## src/rtl/uart_hex_pkg.sv

```systemverilog
`default_nettype none
// ============================================================================
// Package     : uart_hex_pkg
// Description : Shared types, ASCII constants and the nibble-to-ASCII
//               encoder used by the UART hex text sender.
// Revision    : 1.0 - initial release
// ============================================================================
package uart_hex_pkg;

  // Frame sequencer states.
  typedef enum logic [1:0] {
    IDLE = 2'd0,
    SEND = 2'd1,
    DONE = 2'd2
  } state_e;

  // ASCII code points used to build the text frame.
  localparam logic [7:0] ASCII_0  = 8'h30;
  localparam logic [7:0] ASCII_UA = 8'h41;
  localparam logic [7:0] ASCII_LA = 8'h61;
  localparam logic [7:0] ASCII_CR = 8'h0D;
  localparam logic [7:0] ASCII_LF = 8'h0A;

  // Map one hex digit to its ASCII character; uppercase selects A-F vs a-f.
  function automatic logic [7:0] nibble_to_ascii(input logic [3:0] nibble,
                                                 input logic       uppercase);
    logic [7:0] base;
    if (nibble < 4'd10) begin
      return ASCII_0 + {4'h0, nibble};
    end
    base = uppercase ? ASCII_UA : ASCII_LA;
    return base + {4'h0, nibble} - 8'd10;
  endfunction

endpackage : uart_hex_pkg
`default_nettype wire

```

## src/rtl/uart_hex_sender.sv

```systemverilog
`default_nettype none
// ============================================================================
// Module      : uart_hex_sender
// Description : Captures a binary value on start and writes its hexadecimal
//               ASCII text (MS nibble first) into the UART TX FIFO, one byte
//               per accepted write, honouring tx_full back-pressure.
//               Optional feature macro: UART_HEX_SENDER_CRLF_EN appends a
//               CR/LF pair to every frame.
// Revision    : 1.0 - initial release
// ============================================================================
module uart_hex_sender
  import uart_hex_pkg::*;
#(
  parameter int NIBBLES   = 4,
  parameter int UPPERCASE = 1
) (
  input  logic                   clk,
  input  logic                   rst,      // asynchronous, active-low
  input  logic                   start,
  input  logic [4*NIBBLES-1:0]   data,
  input  logic                   tx_full,
  output logic                   wr_uart,
  output logic [7:0]             w_data,
  output logic                   busy,
  output logic                   done
);

  // Frame length and index width; the counter must be able to hold L itself
  // because it advances once more on the final write.
`ifdef UART_HEX_SENDER_CRLF_EN
  localparam int FRAME_LEN = NIBBLES + 2;
`else
  localparam int FRAME_LEN = NIBBLES;
`endif
  localparam int IDX_W = $clog2(FRAME_LEN + 1);

  localparam logic [IDX_W-1:0] LAST_IDX = IDX_W'(FRAME_LEN - 1);
  localparam logic             UC_SEL   = (UPPERCASE != 0);

  state_e                 state_q, state_d;
  logic [IDX_W-1:0]       idx_q,   idx_d;
  logic [4*NIBBLES-1:0]   data_q,  data_d;

  logic [3:0]             cur_nib;
  logic [7:0]             cur_byte;

  // State, byte index and captured value registers.
  always_ff @(posedge clk or negedge rst) begin
    if (!rst) begin
      state_q <= IDLE;
      idx_q   <= '0;
      data_q  <= '0;
    end else begin
      state_q <= state_d;
      idx_q   <= idx_d;
      data_q  <= data_d;
    end
  end

  // Select the byte addressed by the index: a hex digit of the captured
  // value (MS nibble at index 0), or the line terminator when enabled.
  always_comb begin
    cur_nib = 4'h0;
    for (int i = 0; i < NIBBLES; i++) begin
      if (idx_q == IDX_W'(NIBBLES - 1 - i)) begin
        cur_nib = data_q[4*i +: 4];
      end
    end
    cur_byte = nibble_to_ascii(cur_nib, UC_SEL);
`ifdef UART_HEX_SENDER_CRLF_EN
    if (idx_q == IDX_W'(NIBBLES)) begin
      cur_byte = ASCII_CR;
    end else if (idx_q == IDX_W'(NIBBLES + 1)) begin
      cur_byte = ASCII_LF;
    end
`endif
  end

  // Next-state logic and outputs; the FIFO write is gated directly by
  // tx_full so a full FIFO is never written.
  always_comb begin
    state_d = state_q;
    idx_d   = idx_q;
    data_d  = data_q;
    wr_uart = 1'b0;
    w_data  = 8'h00;
    busy    = 1'b0;
    done    = 1'b0;

    unique case (state_q)
      IDLE: begin
        if (start) begin
          state_d = SEND;
          idx_d   = '0;
          data_d  = data;
        end
      end

      SEND: begin
        busy    = 1'b1;
        wr_uart = !tx_full;
        w_data  = cur_byte;
        if (!tx_full) begin
          idx_d = idx_q + 1'b1;
          if (idx_q == LAST_IDX) begin
            state_d = DONE;
          end
        end
      end

      DONE: begin
        done    = 1'b1;
        state_d = IDLE;
      end

      default: begin
        state_d = IDLE;
      end
    endcase
  end

endmodule : uart_hex_sender
`default_nettype wire
```

## config.mk

```make
export PLATFORM = sky130hd
export DESIGN_NAME = uart_hex_sender
export DESIGN_NICKNAME = d
export VERILOG_FILES = /design/src/rtl/uart_hex_pkg.sv /design/src/rtl/uart_hex_sender.sv
export SDC_FILE = /design/constraint.sdc
export NUM_CORES = 1
export LEC_CHECK = 0
export BUFFER_PORTS_ARGS = -buffer_cell sky130_fd_sc_hd__buf_2
export CORE_AREA = 4 4 76 78
export DETAILED_ROUTE_END_ITERATION = 12
export DIE_AREA = 0 0 80 82
export SYNTH_ARGS = -nofsm -noshare
export SYNTH_HDL_FRONTEND = slang
export SYNTH_SLANG_ARGS = --single-unit
```

## constraint.sdc

```tcl
create_clock -name clk -period 2.4 [get_ports clk]
set_input_delay 0.48 -clock clk [delete_from_list [all_inputs] [get_ports clk]]
set_output_delay 0.48 -clock clk [all_outputs]
set_load 0.005 [all_outputs]
```

# Word level (Yosys, flattened, before mapping)
# Cells that the tools add are included.
[op_classes]
addsub = 4
n_lt_le_gt_ge = 1
n_eq_ne = 8
n_mux = 18
n_reduce_logical = 7
[ops]
columns = ["cell", "count"]
rows = [
  ["$mux W8", 3],
  ["$mux W4", 4],
  ["$add A7 B4 Y8 const A", 1],
  ["$sub A8 B4 Y8 const B", 1],
  ["$add A6 B4 Y7 const A", 1],
  ["$eq A3 B2 Y1 const B", 2],
  ["$mux W2", 3],
  ["$mux W3", 2],
  ["$ne A2 B2 Y1 const B", 3],
  ["$pmux W3 S2", 1],
  ["$reduce_and A3 Y1", 2],
  ["$lt A4 B4 Y1 const B", 1],
  ["$mux W1", 4],
  ["$pmux W2 S2", 1],
  ["$add A3 B1 Y3 const B", 1],
  ["$eq A3 B1 Y1 const B", 1],
  ["$logic_not A3 Y1", 1],
  ["$eq A2 B1 Y1 const B", 1],
  ["$eq A2 B2 Y1 const B", 1],
  ["$logic_not A2 Y1", 1],
  ["$reduce_and A2 Y1", 1],
  ["$reduce_bool A2 Y1", 1],
  ["$logic_not A1 Y1", 1],
]
[totals]
register_bits = 21
in_bits = 20
out_inout_bits = 11
elab_cells = 41

# Longest topological paths before layout
[logic_depth]
word_depth = 9
ltp_mapped = 9
ltp_nobuf = 8

# Worst setup path before layout
# No wires, ideal clock.
[synth_timing]
kind = "flip-flop to output port"
start = "reg idx_q[1]"
end = "out w_data[1]"
t_arrival_ns = 1.741
t_required_ns = 1.920
slack_ns = 0.179
path_stages_with_launch = 9
path_buffers = 1
cell_sequence = "dfrtp_1 > inv_1 > ha_1 > buf_6 > nand3b_1 > a21oi_2 > o22ai_4 > ha_1 > a221oi_2"
[synth_between]
elab_chain_len = 9
elab_cells_between_ends = 16
cone_classes = "3 x add/sub; 1 x order compare; 3 x eq/ne; 8 x mux; 1 x reduce/logical"
[synth_lines]
columns = ["element", "line_no", "rtl"]
rows = [
  ["from (decl)", "uart_hex_sender.sv:41", "logic [IDX_W-1:0] idx_q, idx_d;"],
  ["from (signal assigned)", "uart_hex_sender.sv:55", "idx_q <= idx_d;"],
  ["$eq A3 B2 Y1", "uart_hex_sender.sv:65", "if (idx_q == IDX_W'(NIBBLES - 1 - i)) begin"],
  ["$mux W4 (3 in a row)", "uart_hex_sender.sv:65", ""],
  ["$mux W4 (*)", "uart_hex_sender.sv:65", ""],
  ["$add A7 B4 Y8, or another cell as far along", "uart_hex_pkg.sv:32", "return base + {4'h0, nibble} - 8'd10;"],
  ["$sub A8 B4 Y8, or another cell as far along", "uart_hex_pkg.sv:32", ""],
  ["$mux W8 (*)", "uart_hex_pkg.sv:31", "base = uppercase ? ASCII_UA : ASCII_LA;"],
  ["$mux W8 (*)", "uart_hex_sender.sv:90", "unique case (state_q)"],
  ["to (decl)", "uart_hex_sender.sv:23", "output logic [7:0] w_data,"],
]
# Mark *: on every way between the ends. The rest lies on a longest branch, timed or not. The select of a mux whose other input is x is not followed.

# Worst setup path in the final report
[layout_timing]
start = "reg idx_q[0]"
end = "out w_data[1]"
# The elaborated chain is that of the path after synthesis.

==> Flow_metrics.wiki <==
{| class="wikitable"
! Metric !! Value
|-
| Synthesized area || 0.00124 sq mm
|-
| Number of DRC markers in iteration 0 || 47
|-
| Critical path endpoint category || output pin
|-
| Layout Nets || 174
|-
| Number of ports placed on the die boundary || 31
|-
| Post-route cell area || 0.00175 sq mm
|-
| Power density over the cells || 1570 mW/mm^2
|-
| Number of global-route vias before repair || 961
|-
| Cell accounting for the most synthesized area || sky130_fd_sc_hd__dfrtp_1
|-
| Failing checks || negative setup slack
|-
| Routed wirelength normalized by instance count || 13.3 microns
|-
| Global-route total usage across every layer || 8.96%
|-
| Most frequent cells in the layout || sky130_fd_sc_hd__buf_2 (29), sky130_fd_sc_hd__dfrtp_1 (19), sky130_fd_sc_hd__mux2_2 (16)
|-
| ANT cells || 0
|-
| Largest net degree at the start of global routing || 22
|-
| Post-route ant nets || 0
|-
| Filler Cell Count || 532
|-
| Clk Tree Root Cell || sky130_fd_sc_hd__clkbuf_8
|-
| Clk sinks || 21
|-
| CTS Hold Buffers Added || 0
|-
| Setup repair after global routing missed its margin || yes
|-
| Max Buffers Root-to-Sink || 2
|-
| Placer Congestion || 0.788
|-
| Wire length of the first global-routing pass || 4640 microns
|-
| Detailed-route wire length || 2890 microns
|-
| Critical path origin || idx_q[0]$_DFFE_PN0P_
|-
| Avg Vias per Cell || 4.45
|-
| Min-delay worst type || in -> async
|-
| Relative area change from synthesis to final layout || 41.6%
|-
| Clock-pin slew of the registers on the worst-case setup and hold paths || 0.08 ns
|-
| Via Count || 966
|-
| Worst vdd ir || 0.527 mV
|-
| PnR worst setup slack || -0.177 ns
|-
| Instance area at placement || 0.00147 sq mm
|-
| Total number of H-tree levels || 1
|-
| Post-place setup slack || -0.0608 ns
|-
| Maximum frequency from static timing analysis || 0.388 GHz
|-
| Synthesized area per cell || 11.6 sq um
|-
| Final Hold Viols || 0
|-
| Tmin final || 2.58 ns
|-
| Overall die width || 80 microns
|-
| Endpoint required time on the critical path || 1.92 ns
|-
| Crit share post-route || 107%
|-
| Number of optimization iterations in the first detailed-route pass || 4
|-
| Height of the chip || 82 microns
|-
| DRC errors left || 0
|-
| Leakage power of the design || 0.746 nW
|-
| Post-synthesis instance total || 107
|-
| Final setup violating endpoints || 7
|-
| Count of yosys warnings during synthesis || 0
|-
| Total die area || 0.00656 sq mm
|-
| Post-synth net total || 133
|-
| Post-route non-filler standard cell count || 217
|-
| Total Negative Setup Slacks || -0.706 ns
|-
| Remaining Overflow, GRT || 0
|-
| Register-to-register setup slack || 0.80 ns
|-
| Total instance count after detailed placement || 206
|-
| Synth unique cells || 38
|-
| Initial standard-cell utilization of the core || 24.4%
|-
| Post-synthesis sequential element count || 21
|-
| Clock Latency Late Sink || 0.26 ns
|-
| Critical Path AT || 2.10 ns
|-
| Startpoint type of the worst setup path || flop
|-
| Crit Path Max Fanout || 5
|-
| TritonCTS Buffers || 3
|-
| Core Area || 0.00507 sq mm
|-
| Worst Reg-to-Reg Cells || 3
|-
| Dominant cells by area after synthesis || sky130_fd_sc_hd__dfrtp_1 (42%), sky130_fd_sc_hd__mux2_2 (15%), sky130_fd_sc_hd__ha_1 (6.1%)
|-
| Startpoint of the worst register-to-register path || state_q[0]$_DFFE_PN0P_
|-
| Buffers added on ports || 29
|-
| FF-to-FF End || data_q[4]$_DFFE_PN0P_
|-
| Result of the run || finished, violations left
|-
| Area share of the largest cell type after synthesis || 42.4%
|-
| Type of the setup path with the least slack || reg -> out
|-
| Most common library cell in the layout ignoring fill and taps || sky130_fd_sc_hd__buf_2
|-
| Sum of net half-perimeters after detailed placement || 2100 microns
|-
| Fraction of layout cells with a size suffix above 1 || 63.9%
|-
| Number of rows in the core area || 26
|-
| Sequential area share after synthesis || 42.4%
|-
| Worst hold slack || 0.170 ns
|-
| Termination of the worst setup path || w_data[1]
|-
| Max capacitance violation total || 0
|-
| Number of antenna violations at the first check in global routing || 0
|-
| TritonCTS clock tree || done
|-
| Clock Skews || 0.00587 ns
|-
| Final Max Slew Viols || 0
|}
[per-layer routing]
layer  part of all wire [%]  vias to the layer above  track usage, %
met5                      0                        -               0
met4                      0                        0           0.507
met3                    5.6                        0            2.96
met2                     49                       21            14.8
met1                     45                      479            11.9
li1                       -                      466               -
[repair_timing]
item / in CTS / in global routing
endpoints found under the setup margin: 7 / 7
gates cloned: 0 / 0
pin swaps: 17 / 12
resized for setup: 32 / 12
buffers inserted: 5 / 2
[cell type report]
cell class / count / area [sq um] / share of cell area [%]
Multi-Input combinational cell: 77 / 818 / 46.6
Sequential cell: 21 / 528 / 30.1
Tap cell: 70 / 87.6 / 4.99
Inverter: 4 / 17.5 / 0.999
Timing Repair Buffer: 41 / 258 / 14.7
Clock buffer: 4 / 45.0 / 2.57
[through the flow]
stage	power, mW	utilization [%]
after global routing	2.97	34.6
after detailed placement	1.97	29.0
after global placement	1.96	29.0
after CTS	2.56	33.2
after floorplan	1.59	-
final	2.76	34.6
[worst min-delay path by stage]
stage                     cells past startpoint  start  slack (ns)                    end
after floorplan                               0    rst        0.18  data_q[0]$_DFFE_PN0P_
after CTS                                     1    rst        0.18  data_q[1]$_DFFE_PN0P_
after global routing                          1    rst        0.21  data_q[0]$_DFFE_PN0P_
final                                         1    rst        0.17  data_q[1]$_DFFE_PN0P_
after detailed placement                      1    rst        0.46  data_q[1]$_DFFE_PN0P_
after global placement                        1    rst        0.46  data_q[1]$_DFFE_PN0P_
[sequential cells by signal (all words and copies together), names as in the netlist]
name     cells
state_q      2
data_q      16
idx_q        3
[power by group]
group,internal (mW),switching (mW)
combinational,0.984,0.866
clock,0.118,0.110
sequential,0.529,0.154
total,1.63,1.13
[Yosys cell counts]
cell / n
sky130_fd_sc_hd__inv_1: 4
sky130_fd_sc_hd__a31o_1: 1
sky130_fd_sc_hd__buf_6: 1
sky130_fd_sc_hd__nor3b_4: 1
sky130_fd_sc_hd__o21bai_1: 1
sky130_fd_sc_hd__o211ai_1: 1
sky130_fd_sc_hd__a21o_1: 1
sky130_fd_sc_hd__ha_1: 6
sky130_fd_sc_hd__nand2b_1: 3
sky130_fd_sc_hd__mux2i_1: 1
sky130_fd_sc_hd__buf_4: 2
sky130_fd_sc_hd__a211oi_1: 2
sky130_fd_sc_hd__nand3b_1: 3
sky130_fd_sc_hd__nor2b_1: 4
sky130_fd_sc_hd__o22ai_4: 1
sky130_fd_sc_hd__a21oi_4: 1
sky130_fd_sc_hd__a21oi_1: 6
sky130_fd_sc_hd__a221oi_2: 1
sky130_fd_sc_hd__a21oi_2: 1
sky130_fd_sc_hd__nor3b_1: 2
sky130_fd_sc_hd__nor2_1: 5
sky130_fd_sc_hd__conb_1: 1
sky130_fd_sc_hd__a21boi_4: 1
sky130_fd_sc_hd__nand2_2: 1
sky130_fd_sc_hd__o31ai_2: 1
sky130_fd_sc_hd__nand2_1: 5
sky130_fd_sc_hd__o21ai_1: 2
sky130_fd_sc_hd__dfrtp_1: 21
sky130_fd_sc_hd__o31ai_1: 1
sky130_fd_sc_hd__mux2_2: 16
sky130_fd_sc_hd__o211a_1: 2
sky130_fd_sc_hd__buf_2: 2
sky130_fd_sc_hd__o22ai_1: 1
sky130_fd_sc_hd__and2_1: 1
sky130_fd_sc_hd__nand3_1: 1
sky130_fd_sc_hd__mux2_1: 1
sky130_fd_sc_hd__nor2_2: 1
sky130_fd_sc_hd__a22o_1: 1
[cells by family (layout without fill, tap and decap cells)]
family / Yosys count / after routing / share of synthesized area, %
AO/OA/AOI/OAI: 25 / 25 / 17.8
adder cells (fa/ha/maj): 6 / 6 / 6.06
buffers and inverters: 9 / 49 / 4.14
flip-flops: 21 / 21 / 42.4
multiplexers: 18 / 18 / 16.3
other: 1 / 1 / 0.303
AND/OR/NAND/NOR: 27 / 27 / 13.0
[worst max-delay path: stages, from the launching register on]
cell and delay (ns):
sky130_fd_sc_hd__dfrtp_2 0.46, sky130_fd_sc_hd__inv_4 0.10, sky130_fd_sc_hd__ha_4 0.18, sky130_fd_sc_hd__buf_6 0.11, sky130_fd_sc_hd__nand3b_1 0.08, sky130_fd_sc_hd__a21oi_2 0.18, sky130_fd_sc_hd__o22ai_4 0.11, sky130_fd_sc_hd__ha_4 0.24
sky130_fd_sc_hd__a221oi_2 0.23, sky130_fd_sc_hd__buf_2 0.15
Note: power is estimated with default switching activity, not from simulation.
